## config.mk

```make
export PLATFORM = sky130hd
export DESIGN_NAME = id_ex_hazard_stage
export DESIGN_NICKNAME = d
export VERILOG_FILES = /design/src/rtl/id_ex_hazard_stage.sv
export SDC_FILE = /design/constraint.sdc
export NUM_CORES = 1
export LEC_CHECK = 0
export CORE_UTILIZATION = 30
export CTS_BUF_LIST = sky130_fd_sc_hd__clkbuf_8
export DETAILED_ROUTE_END_ITERATION = 12
export PLACE_DENSITY = 0.67
export SLEW_MARGIN = 20
export SYNTH_ARGS = -nofsm -noshare
export SYNTH_HDL_FRONTEND = slang
export SYNTH_SLANG_ARGS = --single-unit
```

## constraint.sdc

```tcl
create_clock -name clk -period 4.37 [get_ports clk]
set_clock_uncertainty 0.1 [all_clocks]
set_input_delay 1.311 -clock clk [delete_from_list [all_inputs] [get_ports clk]]
set_output_delay 1.311 -clock clk [all_outputs]
set_load 0.01 [all_outputs]
```

## src/rtl/id_ex_hazard_stage.sv

```systemverilog
// ID/EX pipeline register with load-use and branch-compare hazard detection.
// A detected hazard freezes PC and IF/ID and turns the next EX instruction into a bubble.
module id_ex_hazard_stage #(
    parameter int DATA_W = 32,
    parameter int CTRL_W = 8,
    parameter int CNT_W  = 16
) (
    input  logic              clk,
    input  logic              rst,
    input  logic [4:0]        Rs,
    input  logic [4:0]        Rt,
    input  logic [4:0]        destIn,
    input  logic              usesRt,
    input  logic              isBranch,
    input  logic [DATA_W-1:0] readData1,
    input  logic [DATA_W-1:0] readData2,
    input  logic [DATA_W-1:0] sExtend,
    input  logic [CTRL_W-1:0] ctrlIn,
    input  logic [4:0]        ex_memRdOut,
    input  logic              ex_memMemReadOut,
    output logic [4:0]        id_exRsOut,
    output logic [4:0]        id_exRtOut,
    output logic [4:0]        id_exDestOut,
    output logic [DATA_W-1:0] id_exData1Out,
    output logic [DATA_W-1:0] id_exData2Out,
    output logic [DATA_W-1:0] id_exImmOut,
    output logic [CTRL_W-1:0] id_exCtrlOut,
    output logic              id_exRegWriteOut,
    output logic              pcWrite,
    output logic              if_idWrite,
    output logic              stall,
    output logic [CNT_W-1:0]  stallCount
);

    logic [4:0]        rs_q, rs_d;
    logic [4:0]        rt_q, rt_d;
    logic [4:0]        dest_q, dest_d;
    logic [DATA_W-1:0] data1_q, data1_d;
    logic [DATA_W-1:0] data2_q, data2_d;
    logic [DATA_W-1:0] imm_q, imm_d;
    logic [CTRL_W-1:0] ctrl_q, ctrl_d;
    logic [CNT_W-1:0]  stall_cnt_q, stall_cnt_d;

    logic load_use;
    logic br_ex;
    logic br_mem;
    logic stall_c;

    function automatic logic [CNT_W-1:0] sat_inc(input logic [CNT_W-1:0] v);
        sat_inc = (v == {CNT_W{1'b1}}) ? v : v + 1'b1;
    endfunction

    // Hazard detection against the instruction in EX (ID/EX) and in MEM (EX/MEM)
    always_comb begin
        load_use = ctrl_q[1] && (rt_q != 5'd0) &&
                   ((rt_q == Rs) || (usesRt && (rt_q == Rt)));
        br_ex    = isBranch && ctrl_q[0] && (dest_q != 5'd0) &&
                   ((dest_q == Rs) || (dest_q == Rt));
        br_mem   = isBranch && ex_memMemReadOut && (ex_memRdOut != 5'd0) &&
                   ((ex_memRdOut == Rs) || (ex_memRdOut == Rt));
        stall_c  = !rst && (load_use || br_ex || br_mem);
    end

    // Operand fields are captured even on a stall so bubble contents stay deterministic
    always_comb begin
        rs_d        = Rs;
        rt_d        = Rt;
        dest_d      = destIn;
        data1_d     = readData1;
        data2_d     = readData2;
        imm_d       = sExtend;
        ctrl_d      = stall_c ? '0 : ctrlIn;
        stall_cnt_d = stall_c ? sat_inc(stall_cnt_q) : stall_cnt_q;
    end

    always_ff @(posedge clk) begin
        if (rst) begin
            rs_q        <= '0;
            rt_q        <= '0;
            dest_q      <= '0;
            data1_q     <= '0;
            data2_q     <= '0;
            imm_q       <= '0;
            ctrl_q      <= '0;
            stall_cnt_q <= '0;
        end else begin
            rs_q        <= rs_d;
            rt_q        <= rt_d;
            dest_q      <= dest_d;
            data1_q     <= data1_d;
            data2_q     <= data2_d;
            imm_q       <= imm_d;
            ctrl_q      <= ctrl_d;
            stall_cnt_q <= stall_cnt_d;
        end
    end

    assign id_exRsOut       = rs_q;
    assign id_exRtOut       = rt_q;
    assign id_exDestOut     = dest_q;
    assign id_exData1Out    = data1_q;
    assign id_exData2Out    = data2_q;
    assign id_exImmOut      = imm_q;
    assign id_exCtrlOut     = ctrl_q;
    assign id_exRegWriteOut = ctrl_q[0];
    assign stall            = stall_c;
    assign pcWrite          = !stall_c;
    assign if_idWrite       = !stall_c;
    assign stallCount       = stall_cnt_q;

endmodule

```

==> out/qor.txt <==
hold_sp -> stallCount[14]
Peak Freq -> 0.237 GHz
share of flip-flops with an asynchronous set or reset -> 0
clock root cell -> clkbuf_8
worst reg2reg path depth -> 18
vias per std cell -> 4.32
ANT cells -> 0
Pleak -> 3.07 nW
CP endpoint kind -> output port
worst hold path depth -> 2
IO Count -> 268
Hold Path Class -> flop to flop
most frequent cells in the layout -> clkdlybuf4s50_1 (252), dfxtp_1 (135), nor2b_1 (113)
pin count of the biggest net entering global routing -> 77
unrepaired setup endpoints after global routing -> false
CP Class -> input pin to output port
initial antenna violation count -> 0
RR Endpoint -> id_exCtrlOut[4]
hold buffers post-CTS -> 0
CTS H-Tree Depth -> 4
num rows -> 44
ys flop type -> dfxtp_1
GRT Overall Usage -> 0.162
RR Startpoint -> id_exDestOut[0]
Num CTS Buffers -> 17
die footprint -> 15200 µm²
Final Hold Vio Count -> 0
Mapped Area -> 4430 µm²
Setup-failing EPs final -> 0
Critical Path Fanout Max -> 3
Synth cell types -> 36
final hold slack -> 399 ps
Pre-antenna DRT Iters -> 6
wire per inst -> 13.7 µm
chip height -> 123 µm
period utilization -> 0.967
first-pass GRT wire length -> 18.6 mm
via count -> 3865
Post-Synthesis Cells -> 405
Max VDD drop -> 265 µV
Worst Hold End -> stallCount[14]
Max Slew Vio Count -> 0
post-synth net total -> 535
Final ANT Viol Nets -> 0
critical path arrival -> 2810 ps
status -> completed
Seq/Total Area, Yosys -> 0.610
Worst-Margin Slew -> 736 ps
CTS clk-pin slew, worst paths -> 80 ps
YS warnings -> 0
Mapped Avg Cell Area -> 10.9 µm²
flops & latches, synth -> 135
DR iter-0 viols -> 183
commonest non-fill, non-tap cell in the layout -> clkdlybuf4s50_1
Power Dens Cells -> 349 nW/µm²
dpl ws -> -425 ps
clk buf depth -> 2
TritonCTS clock tree -> yes
# DRC -> 0
Tmin final -> 4220 ps
WP data required -> 2960 ps
DRT Wirelength -> 12.3 mm
Area Overhead vs Synth -> 77.3%
number of global-route vias before repair -> 3859
Max transition margin -> 0.509
MaxCap Viol Count -> 0
nets -> 827
Startpoint Class -> input pin
Final WS setup -> 145 ps
starting density of the core -> 0.306
total grt overflow -> 0
r2r setup slk -> 910 ps
Clock Latency Late Sink -> 420 ps
die width -> 123 µm
# fillers -> 1278
I/O Buffers -> 267
core footprint -> 14500 µm²
CTS Sinks -> 135
Post-synth EDFFs -> 0
share of layout cells above drive strength 1 -> 0.103
Final GP Congestion -> 0.835
Post-DP HPWL -> 9.27 mm
==> sequential cells by signal (all words and copies together), names as in the netlist <==
signal	count
id_exRsOut	5
id_exDestOut	5
id_exImmOut	32
stallCount	16
id_exData2Out	32
id_exCtrlOut	8
id_exRtOut	5
id_exData1Out	32
==> metal layers <==
metal	global-route usage	wire, µm	part of all wire	vias up
met5	0	0	0	-
met2	0.279	6080	0.50	180
met4	0.0572	151	0.012	0
met1	0.168	4640	0.38	1782
li1	-	-	-	1890
met3	0.0853	1390	0.11	13
==> metrics by stage <==
stage | total power [mW] | instance area, µm² | setup TNS (ps) | instances | util
CTS | 2.78 | 7820 | 0 | 893 | 0.540
global placement | 1.72 | 7330 | -1200 | 849 | 0.506
global route | 2.86 | 7850 | 0 | 894 | 0.542
floorplan | 1.46 | 4430 | 0 | 405 | -
detailed placement | 1.72 | 7330 | -1260 | 849 | 0.506
finish | 2.74 | 7850 | 0 | 894 | 0.542
==> critical path, stage by stage <==
cell	delay, ps
dlygate4sd2_1	250
or3_1	360
o311a_1	310
a22oi_2	170
nand2_1	110
nand2b_1	130
inv_1	50
buf_2	130
==> cells in the mapped netlist (2+ instances only) <==
cell type	n	area share
nand2_1	10	0.0085
nand4_1	4	0.0057
a21oi_1	7	0.0079
nor2_1	18	0.015
and3_1	3	0.0042
o22ai_1	2	0.0028
mux2_2	3	0.0076
nor4_1	2	0.0028
xor2_1	6	0.012
dfxtp_1	135	0.61
clkbuf_1	16	0.014
o31ai_1	4	0.0068
a31o_2	2	0.0040
buf_4	2	0.0034
nor2b_1	113	0.16
and2_1	8	0.011
or3_1	2	0.0028
xnor2_1	29	0.057
inv_1	3	0.0025
o311a_1	2	0.0045
or4_1	4	0.0068
nand3_1	12	0.014
a211oi_1	2	0.0034
nand2b_1	3	0.0042
a2111oi_0	2	0.0040
==> worst max path at each step <==
stage,startpoint,end,cells past startpoint,slack [ps]
2_1_floorplan,ex_memRdOut[0],pcWrite,6,270
3_3_place_gp,ex_memRdOut[0],if_idWrite,7,-410
3_5_place_dp,ex_memRdOut[0],pcWrite,7,-420
4_1_cts,ex_memRdOut[1],stall,8,5
5_1_grt,ex_memRdOut[0],stall,8,50
6_report,ex_memRdOut[0],stall,8,150
==> layout make-up <==
type,count,area (µm²),share of cell area
repair buffers,292,2860,0.364
inverters,3,11.3,0.00143
clock inverters,11,121,0.0155
well taps,184,230,0.0293
multi-input cells,248,1640,0.208
flip-flops and latches,135,2700,0.344
clock buffers,21,289,0.0368
==> logic make-up after synthesis <==
group | Yosys count | synth area share
xor gates and xnor gates | 35 | 0.0692
buffers and inverters | 22 | 0.0220
muxes | 4 | 0.00989
adders and majority gates | 1 | 0.00283
and+or+nand+nor | 183 | 0.242
AOI/OAI and AO/OA | 25 | 0.0438
DFF | 135 | 0.610
==> power by group <==
part           total (mW)  internal [mW]  switching [mW]
Clock                1.04          0.567           0.472
Combinational       0.385          0.255           0.130
Sequential           1.31           1.29          0.0227
Total                2.74           2.11           0.625
==> repair_timing <==
item | 4_1_cts | 5_1_grt
pin swaps | 3 | 3
gates cloned | 0 | 0
buffers inserted | 12 | 1
endpoints found under the setup margin | 3 | 11
resized for setup | 16 | 9
Power figures use the tool's default switching activity.
